<file path="src/rtl/ex_pkg.sv">
// Shared types for the burst transmitter: element and sum formats plus the TX FSM states.
package ex_pkg;
    typedef logic [15:0] bf16_t;
    typedef logic [31:0] fp32_t;
    typedef enum logic [1:0] {IDLE, SEND, GAP} tx_state_e;
endpackage

</file>
<file path="src/rtl/ex_sync_fifo.sv">
// Show-ahead synchronous FIFO with synchronous flush; DEPTH must be a power of two >= 2.
module ex_sync_fifo #(
    parameter int WIDTH = 8,
    parameter int DEPTH = 4
) (
    input  logic             clk,
    input  logic             rst,
    input  logic             flush_i,
    input  logic             push_i,
    input  logic             pop_i,
    input  logic [WIDTH-1:0] wdata_i,
    output logic [WIDTH-1:0] rdata_o,
    output logic             full_o,
    output logic             empty_o
);
    localparam int AW = $clog2(DEPTH);
    localparam int PW = AW + 1;

    logic [WIDTH-1:0] mem_q [DEPTH];
    logic [PW-1:0]    wr_ptr_q, rd_ptr_q, wr_ptr_d, rd_ptr_d;
    logic             do_push, do_pop;

    // Extra pointer bit distinguishes full from empty when the indices match.
    assign empty_o = (wr_ptr_q == rd_ptr_q);
    assign full_o  = (wr_ptr_q[AW] != rd_ptr_q[AW]) && (wr_ptr_q[AW-1:0] == rd_ptr_q[AW-1:0]);
    assign do_push = push_i && !full_o;
    assign do_pop  = pop_i && !empty_o;
    assign rdata_o = mem_q[rd_ptr_q[AW-1:0]];

    always_comb begin
        wr_ptr_d = wr_ptr_q;
        rd_ptr_d = rd_ptr_q;
        if (do_push) wr_ptr_d = wr_ptr_q + PW'(1);
        if (do_pop)  rd_ptr_d = rd_ptr_q + PW'(1);
    end

    always_ff @(posedge clk) begin
        if (do_push) mem_q[wr_ptr_q[AW-1:0]] <= wdata_i;
    end

    always_ff @(posedge clk) begin
        if (rst || flush_i) begin
            wr_ptr_q <= '0;
            rd_ptr_q <= '0;
        end else begin
            wr_ptr_q <= wr_ptr_d;
            rd_ptr_q <= rd_ptr_d;
        end
    end
endmodule

</file>
<file path="src/rtl/ex_burst_tx.sv">
// Buffers bf16 vectors and emits each as one contiguous data_en burst; tags returned fp32 sums
// with their burst length. Define EX_BURST_TX_STATS_EN to add burst/element statistic counters.
module ex_burst_tx
    import ex_pkg::*;
#(
    parameter int DEPTH   = 16,
    parameter int MAX_OUT = 4,
    parameter int LEN_W   = $clog2(DEPTH) + 1
) (
    input  logic             clk,
    input  logic             rst,
    input  logic             enable,
    input  logic             in_valid,
    output logic             in_ready,
    input  bf16_t            in_data,
    input  logic             in_last,
    output logic             data_en_o,
    output bf16_t            data_o,
    input  logic             sum_en_i,
    input  fp32_t            sum_i,
    output logic             res_valid,
    output fp32_t            res_data,
    output logic [LEN_W-1:0] res_len,
    output logic             busy,
    output logic             err_o
`ifdef EX_BURST_TX_STATS_EN
    ,
    output logic [31:0]      stat_bursts,
    output logic [31:0]      stat_elems
`endif
);
    localparam int VEC_W = $clog2(DEPTH) + 1;
    localparam int CNT_W = $clog2(MAX_OUT) + 1;

    tx_state_e        state_q, state_d;
    logic [VEC_W-1:0] vec_cnt_q, vec_cnt_d;
    logic [CNT_W-1:0] out_cnt_q, out_cnt_d;
    logic [LEN_W-1:0] len_q, cur_len, lq_head, res_len_q, res_len_d;
    logic             data_en_q, res_valid_q, err_q;
    bf16_t            data_q, head_data;
    fp32_t            res_data_q;
    logic [16:0]      buf_rdata;
    logic             head_last, buf_full, buf_empty, lq_full, lq_empty;
    logic             push, pop, last_pop, overflow, start_ok, start, start_go;
    logic             ret, sum_err, lq_push, lq_pop;

    assign head_data = buf_rdata[16:1];
    assign head_last = buf_rdata[0];
    assign in_ready  = !buf_full;
    assign push      = enable && in_valid && !buf_full;
    assign pop       = enable && (state_q == SEND);
    assign last_pop  = pop && head_last;
    // A full buffer without a complete vector can never drain: drop it.
    assign overflow  = enable && buf_full && (vec_cnt_q == '0);
    assign start_ok  = (vec_cnt_q != '0) && (out_cnt_q < CNT_W'(MAX_OUT));
    assign start_go  = enable && start;
    assign ret       = enable && sum_en_i && (out_cnt_q != '0);
    assign sum_err   = enable && sum_en_i && (out_cnt_q == '0);
    assign cur_len   = len_q + LEN_W'(1);
    // A sum landing on the same edge the length is queued bypasses the length queue.
    assign lq_push   = last_pop && !lq_full && !(ret && lq_empty);
    assign lq_pop    = ret && !lq_empty;
    assign res_len_d = lq_empty ? cur_len : lq_head;

    ex_sync_fifo #(.WIDTH(17), .DEPTH(DEPTH)) u_buf (
        .clk(clk), .rst(rst), .flush_i(overflow), .push_i(push), .pop_i(pop),
        .wdata_i({in_data, in_last}), .rdata_o(buf_rdata), .full_o(buf_full), .empty_o(buf_empty)
    );

    ex_sync_fifo #(.WIDTH(LEN_W), .DEPTH(MAX_OUT)) u_lenq (
        .clk(clk), .rst(rst), .flush_i(1'b0), .push_i(lq_push), .pop_i(lq_pop),
        .wdata_i(cur_len), .rdata_o(lq_head), .full_o(lq_full), .empty_o(lq_empty)
    );

    always_comb begin
        state_d = state_q;
        start   = 1'b0;
        case (state_q)
            IDLE: if (start_ok) begin
                state_d = SEND;
                start   = 1'b1;
            end
            SEND: if (head_last) state_d = GAP;
            GAP: begin
                state_d = start_ok ? SEND : IDLE;
                start   = start_ok;
            end
            default: state_d = IDLE;
        endcase
    end

    always_ff @(posedge clk) begin
        if (rst)         state_q <= IDLE;
        else if (enable) state_q <= state_d;
    end

    always_comb begin
        vec_cnt_d = vec_cnt_q;
        out_cnt_d = out_cnt_q;
        if ((push && in_last) && !last_pop)      vec_cnt_d = vec_cnt_q + VEC_W'(1);
        else if (!(push && in_last) && last_pop) vec_cnt_d = vec_cnt_q - VEC_W'(1);
        if (start_go && !ret)      out_cnt_d = out_cnt_q + CNT_W'(1);
        else if (!start_go && ret) out_cnt_d = out_cnt_q - CNT_W'(1);
    end

    always_ff @(posedge clk) begin
        if (rst) begin
            vec_cnt_q   <= '0;
            out_cnt_q   <= '0;
            len_q       <= '0;
            data_en_q   <= 1'b0;
            data_q      <= '0;
            res_valid_q <= 1'b0;
            res_data_q  <= '0;
            res_len_q   <= '0;
            err_q       <= 1'b0;
        end else if (enable) begin
            vec_cnt_q   <= vec_cnt_d;
            out_cnt_q   <= out_cnt_d;
            len_q       <= last_pop ? '0 : (pop ? cur_len : len_q);
            data_en_q   <= pop;
            if (pop) data_q <= head_data;
            res_valid_q <= ret;
            if (ret) begin
                res_data_q <= sum_i;
                res_len_q  <= res_len_d;
            end
            err_q       <= err_q | sum_err | overflow;
        end
    end

    assign data_en_o = data_en_q;
    assign data_o    = data_q;
    assign res_valid = res_valid_q;
    assign res_data  = res_data_q;
    assign res_len   = res_len_q;
    assign err_o     = err_q;
    assign busy      = !buf_empty || (state_q != IDLE) || (out_cnt_q != '0);

`ifdef EX_BURST_TX_STATS_EN
    logic [31:0] stat_bursts_q, stat_elems_q;

    always_ff @(posedge clk) begin
        if (rst) begin
            stat_bursts_q <= '0;
            stat_elems_q  <= '0;
        end else if (enable) begin
            if (start_go) stat_bursts_q <= stat_bursts_q + 32'd1;
            if (pop)      stat_elems_q  <= stat_elems_q + 32'd1;
        end
    end

    assign stat_bursts = stat_bursts_q;
    assign stat_elems  = stat_elems_q;
`endif
endmodule

</file>
<file path="config.mk">
export PLATFORM = sky130hd
export DESIGN_NAME = ex_burst_tx
export DESIGN_NICKNAME = d
export VERILOG_FILES = /design/src/rtl/ex_pkg.sv /design/src/rtl/ex_sync_fifo.sv /design/src/rtl/ex_burst_tx.sv
export SDC_FILE = /design/constraint.sdc
export NUM_CORES = 1
export LEC_CHECK = 0
export ABC_CLOCK_PERIOD_IN_PS = 4050
export BUFFER_PORTS_ARGS = -buffer_cell sky130_fd_sc_hd__buf_2
export CAP_MARGIN = 20
export CORE_ASPECT_RATIO = 0.6
export CORE_UTILIZATION = 35
export DETAILED_ROUTE_END_ITERATION = 16
export SYNTH_ARGS = -nofsm -noshare
export SYNTH_HDL_FRONTEND = slang
export SYNTH_SLANG_ARGS = --single-unit
</file>
<file path="constraint.sdc">
create_clock -name clk -period 4.05 [get_ports clk]
set_clock_uncertainty 0.1 [all_clocks]
set_input_delay 0.81 -clock clk [delete_from_list [all_inputs] [get_ports clk]]
set_output_delay 0.81 -clock clk [all_outputs]
set_load 0.01 [all_outputs]
</file>
# Word-level counts from Yosys, hierarchy flattened
# Memory sizes are Yosys's and may differ from the RTL's. A register that Yosys moved wholly into a read port is not among the register bits.
# Index checks and enable logic that the tools add are counted.
totals:
  reg_bits: 87
  mem_bits_rw: 292
  wordCells: 112
  memories: 2
  out_inout_bits: 58
op_classes:
  reduce_logical: 53
  mux: 21
  add_sub_neg: 9
  magnitude_cmp: 1
  n_bitwise: 2
  eq_ne: 10
mem_list:
  columns: ["name", "depth", "word_bits", "read_ports", "rd_clocked_by_memory_dff", "wr", "line", "text"]
  rows:
  - ["u_buf.mem_q", 16, 17, 1, 1, 1, "ex_sync_fifo.sv:19", "logic [WIDTH-1:0] mem_q [DEPTH];"]
  - ["u_lenq.mem_q", 4, 5, 1, 1, 1, "ex_sync_fifo.sv:19", null]
ops:
  columns: ["cell", "n"]
  rows:
  - ["logical AND 1 bit", 26]
  - ["two-way mux 5 bit", 5]
  - ["adder 5 x 1 -> 5 bit (second input constant)", 4]
  - ["AND reduction 2 bit", 5]
  - ["adder 3 x 1 -> 3 bit (second input constant)", 3]
  - ["zero test 1 bit", 9]
  - ["two-way mux 2 bit", 4]
  - ["two-way mux 4 bit", 2]
  - ["nonzero test 2 bit", 4]
  - ["two-way mux 1 bit", 6]
  - ["two-way mux 3 bit", 2]
  - ["case mux 2 bit (3 select lines)", 1]
  - ["== test 5 bit", 1]
  - ["zero test 5 bit", 1]
  - ["nonzero test 5 bit", 1]
  - ["subtractor 5 x 1 -> 5 bit (second input constant)", 1]
  - ["== test 4 bit", 1]
  - ["inequality test 2 bit (second input constant)", 2]
  - ["== test 3 bit", 1]
  - ["zero test 3 bit", 1]
  - ["logical OR 1 bit", 3]
  - ["less-than comparator 3 bit (second input constant)", 1]
  - ["AND reduction 3 bit", 1]
  - ["nonzero test 3 bit", 1]
  - ["8 further kinds", 10]

# Longest topological paths before layout
logic_depth:
  ltp_word: 9
  ltp_mapped: 15
  ltp_nobuf: 12

# Cells and area by module
# From an unflattened synthesis, not the netlist that was laid out.
unflattened:
  hier_cells: 939
  hier_area_um2: 15283.4
by_module_without_submodules:
  columns: ["module", "area_each_um2", "instances", "seq_area_each_um2", "cells_per_inst"]
  rows:
  - ["ex_sync_fifo at u_buf", 11104.4, 1, 8448.1, 485]
  - ["ex_burst_tx", 2885.3, 1, 1421.4, 360]
  - ["ex_sync_fifo at u_lenq", 1293.7, 1, 760.7, 94]

# Worst setup path after synthesis
# Ideal clock, no wire load.
synth_path:
  path_type: "reg2reg"
  startpoint: "register u_buf.wr_ptr_q[2]"
  endpoint: "register vec_cnt_q[4]"
  arrival_ns: 2.955
  setup_slack_ns: 0.925
  path_buffers: 3
  period_less_slack_ns: 3.125
  stages_incl_launch_ff: 16
  cell_sequence: "dfxtp_1 > buf_4 > xnor2_1 > and4_1 > buf_2 > a21oi_2 > clkbuf_1 > and2_1 > ha_1 > inv_1 > fa_1 > a21o_1 > a21oi_1 > xnor2_1 > or3_1 > a21oi_1"
synth_between:
  elab_chain_len: 9
  elab_cells_between_ends: 11
  classes_between: "1 x eq/ne; 1 x mux; 9 x reduce/logical"
synth_lines:
  columns: ["element", "line", "text"]
  rows:
  - ["start, declared", "ex_sync_fifo.sv:20", "logic [PW-1:0] wr_ptr_q, rd_ptr_q, wr_ptr_d, rd_ptr_d;"]
  - ["start signal, assigned", "ex_sync_fifo.sv:46", "wr_ptr_q <= wr_ptr_d;"]
  - ["== test 4 bit (*)", "ex_sync_fifo.sv:25", "assign full_o = (wr_ptr_q[AW] != rd_ptr_q[AW]) && (wr_ptr_q[AW-1:0] == rd_ptr_q[AW-1:0]);"]
  - ["logical AND 1 bit (*)", "ex_sync_fifo.sv:25", null]
  - ["zero test 1 bit (*)", "ex_burst_tx.sv:50", "assign push = enable && in_valid && !buf_full;"]
  - ["logical AND 1 bit (*)", "ex_burst_tx.sv:50", null]
  - ["logical AND 1 bit (*)", "ex_burst_tx.sv:100, ex_burst_tx.sv:101", null]
  - ["zero test 1 bit", "ex_burst_tx.sv:101", "else if (!(push && in_last) && last_pop) vec_cnt_d = vec_cnt_q - VEC_W'(1);"]
  - ["logical AND 1 bit", "ex_burst_tx.sv:101", null]
  - ["nonzero test 2 bit (no source line)", null, null]
  - ["AND reduction 2 bit (no source line)", null, null]
  - ["end signal, assigned", "ex_burst_tx.sv:118", "vec_cnt_q <= vec_cnt_d;"]
  - ["end, declared", "ex_burst_tx.sv:36", "logic [VEC_W-1:0] vec_cnt_q, vec_cnt_d;"]
# Mark *: on every way between the ends. The rest lies on a longest branch, timed or not.
# A chain may end at the register's enable or synchronous reset.

==> impl_metrics.toml <==
[drt]
wl_mm = 32.1
vias = 7897
postRouteAntennaNets = 0
avgViaCountPerCell = 4.87
drt_iter0_drc = 595
dr.pass1.iters = 6
drc_errors = 0
avgRoutedWirePerCell_um = 19.8

[critical_path]
path_class = "flip-flop to flip-flop"
critPathRequiredTime_ns = 4.41
start_kind = "flip-flop"
r2r-end = "vec_cnt_q[4]"
reg2reg_depth = 11
worstPathArrival_ns = 3.82
critPathMaxFanout = 6
critPathCaptureType = "flip-flop"
ff2ff_setup_slack_ns = 0.59

[sta]
rsz0062_at_grt = "false"
drv_slew = 0
setup_viol = 0
fin_tns_setup_ns = 0
min_period_ns = 3.46
max_freq_ghz = 0.289
hold_slack_ns = 0.349
setup_ws_ns = 0.591
hold_viol_final = 0
relSlewSlack = 0.341
worst-slew-pin-transition_ns = 0.988
fin_crit_sh = 0.854

[finish]
syn_to_final_growth_pct = 16.6
final_core_util = 0.416
stdcell_count = 1620
fin_area_sq_um = 17500
final_cell_mix = "edfxtp_1, nand2_1, buf_2"
insertedDiodeCount = 0
nNetsFinal = 1092
fill_cells = 3750
layout-drive-gt1-share = 0.284
final_common_cell = "edfxtp_1"

[worst_hold_path]
hold_path_class = "flip-flop to flip-flop"
min_to = "res_data[21]"
hold_depth = 2
hold_start = "res_data[21]"

[die]
start_util = 0.357
dieArea_sq_um = 43700
fp.dieH_um = 162
die_x_um = 269
core_area_sq_um = 42000
io_pins = 112
row_count = 58

[cts]
numCtsBuffers = 38
cts_root_buffer = "clkbuf_16"
clk_latency_ns = 0.53
ctsResizeCount = 0
cts_htree_levels = 2
clockBufferDepth = 3
clkSlewWorstSetupHoldPaths_ns = 0.06
tritoncts = "yes"
postCtsSetupBuffers = 0
cts_sinks = 385
ctsHoldBuffers = 0

[power_and_ir_drop]
combPwrFrac = 0.045
p_sw_frac = 0.210
p_clk_frac = 0.429
p_int_mw = 6.50
fin_total_pwr_mw = 8.23
power_density_nw_per_um2 = 471
power_switching_mw = 1.72
seqPwrFrac = 0.525
peakVddDrop_mv = 0.261
p_leak_nw = 5.82

[logic_synthesis]
syn_inst = 890
ys_top_cells_by_area = "edfxtp_1, mux4_2, dfxtp_1"
ys_warn_count = 0
yosysTopAreaCell = "edfxtp_1"
syn_area_per_cell_sq_um = 16.8
synth_cell_type_count = 48
ys.flop_type = "edfxtp_1"
synth.yosys.seq_area_share = 0.709
syn-num-nets = 962
synth_seq_cells = 385
synth_edf_count = 292
ys_async_sr_fraction = 0
synth_area_sq_um = 15000
synth_top_area_share = 0.585

[placed_design]
place_area_sq_um = 16200
port-buffer-count = 111
place.gp.congestion = 0.717
dp_slack_ns = 0.616
place_inst = 1550
hpwl_mm = 19.6

[global_route]
track_usage = 0.148
first_global_vias = 7930
grt_antenna_before_repair = 0
grt_max_degree = 65
grt_pass1_wl_mm = 49.0
grt-ovfl-total = 0

[flow_run]
maxCapViolations = 0

[run_status]
status = "completed"
[metal layers]
metal  track usage  vias to the layer above  routed length (um)
met5             0                        -                   0
met4        0.0338                        0                 395
met3        0.0337                       30                1800
met2         0.221                      176               14500
met1         0.218                     4029               15400
li1              -                     3662                   -
[power groups by stage]
stage                     clock (mW)  sequential (mW)  combinational [mW]
after global placement             0             4.41               0.370
after global routing            3.78             4.33               0.418
final                           3.53             4.32               0.374
after CTS                       3.61             4.32               0.379
after detailed placement           0             4.41               0.378
after floorplan                    0             4.42               0.210
[synth_stat cells, drive strengths merged (14+ instances only)]
master / instances
edfxtp: 292
a21oi: 64
and3: 15
inv: 14
nor2: 39
xnor2: 22
mux4: 89
buf: 22
clkbuf: 27
nand2: 111
ha: 16
dfxtp: 93
[critical path: stages (launching register included)]
cell,delay [ns]
dfxtp_4,0.41
mux4_2,0.50
a22o_1,0.31
o21ai_0,0.38
ha_1,0.27
inv_1,0.11
fa_1,0.42
a21o_1,0.17
a21oi_1,0.18
xnor2_1,0.10
or3_1,0.30
a21oi_1,0.14
[cells by family (layout without fill, tap and decap cells)]
| family | Yosys count | in the layout | share of synthesized area |
|---|---|---|---|
| flip-flops | 385 | 385 | 0.709 |
| AND/OR/NAND/NOR | 207 | 207 | 0.0616 |
| multiplexers | 99 | 99 | 0.141 |
| AO/OA/AOI/OAI | 88 | 88 | 0.0346 |
| buffers and inverters | 64 | 224 | 0.0209 |
| XOR/XNOR | 29 | 29 | 0.0169 |
| adder cells (fa/ha/maj) | 18 | 18 | 0.0160 |
[registers in the layout, indices dropped and copies added (netlist names), named ones only]
signal / count
out_cnt_q: 3
data_en_o: 1
res_data: 32
res_len: 5
len_q: 5
u_buf.mem_q: 272
vec_cnt_q: 5
u_lenq.rd_ptr_q: 3
state_q: 2
err_o: 1
u_buf.rd_ptr_q: 5
res_valid: 1
u_lenq.mem_q: 20
u_lenq.wr_ptr_q: 3
u_buf.wr_ptr_q: 5
data_o: 16
[layout make-up]
| cell class | count | area, sq um | share of cell area |
|---|---|---|---|
| flip-flops and latches | 385 | 10600 | 0.609 |
| multi-input cells | 441 | 4060 | 0.232 |
| clock buffers | 52 | 1080 | 0.0616 |
| repair buffers | 139 | 766 | 0.0438 |
| well taps | 570 | 713 | 0.0408 |
| clock inverters | 18 | 171 | 0.00981 |
| inverters | 15 | 57.6 | 0.00329 |
[how the worst max path moves through the flow]
stage / slack [ns] / end / cells after the start / start
floorplan: 0.93 / vec_cnt_q[4] / 15 / u_buf.wr_ptr_q[2]
global placement: 0.62 / vec_cnt_q[4] / 11 / flip-flop
detailed placement: 0.62 / vec_cnt_q[4] / 11 / flip-flop
CTS: 0.60 / vec_cnt_q[4] / 11 / flip-flop
global route: 0.35 / vec_cnt_q[4] / 11 / flip-flop
finish: 0.59 / vec_cnt_q[4] / 11 / flip-flop
Note: power is estimated with default switching activity, not from simulation.
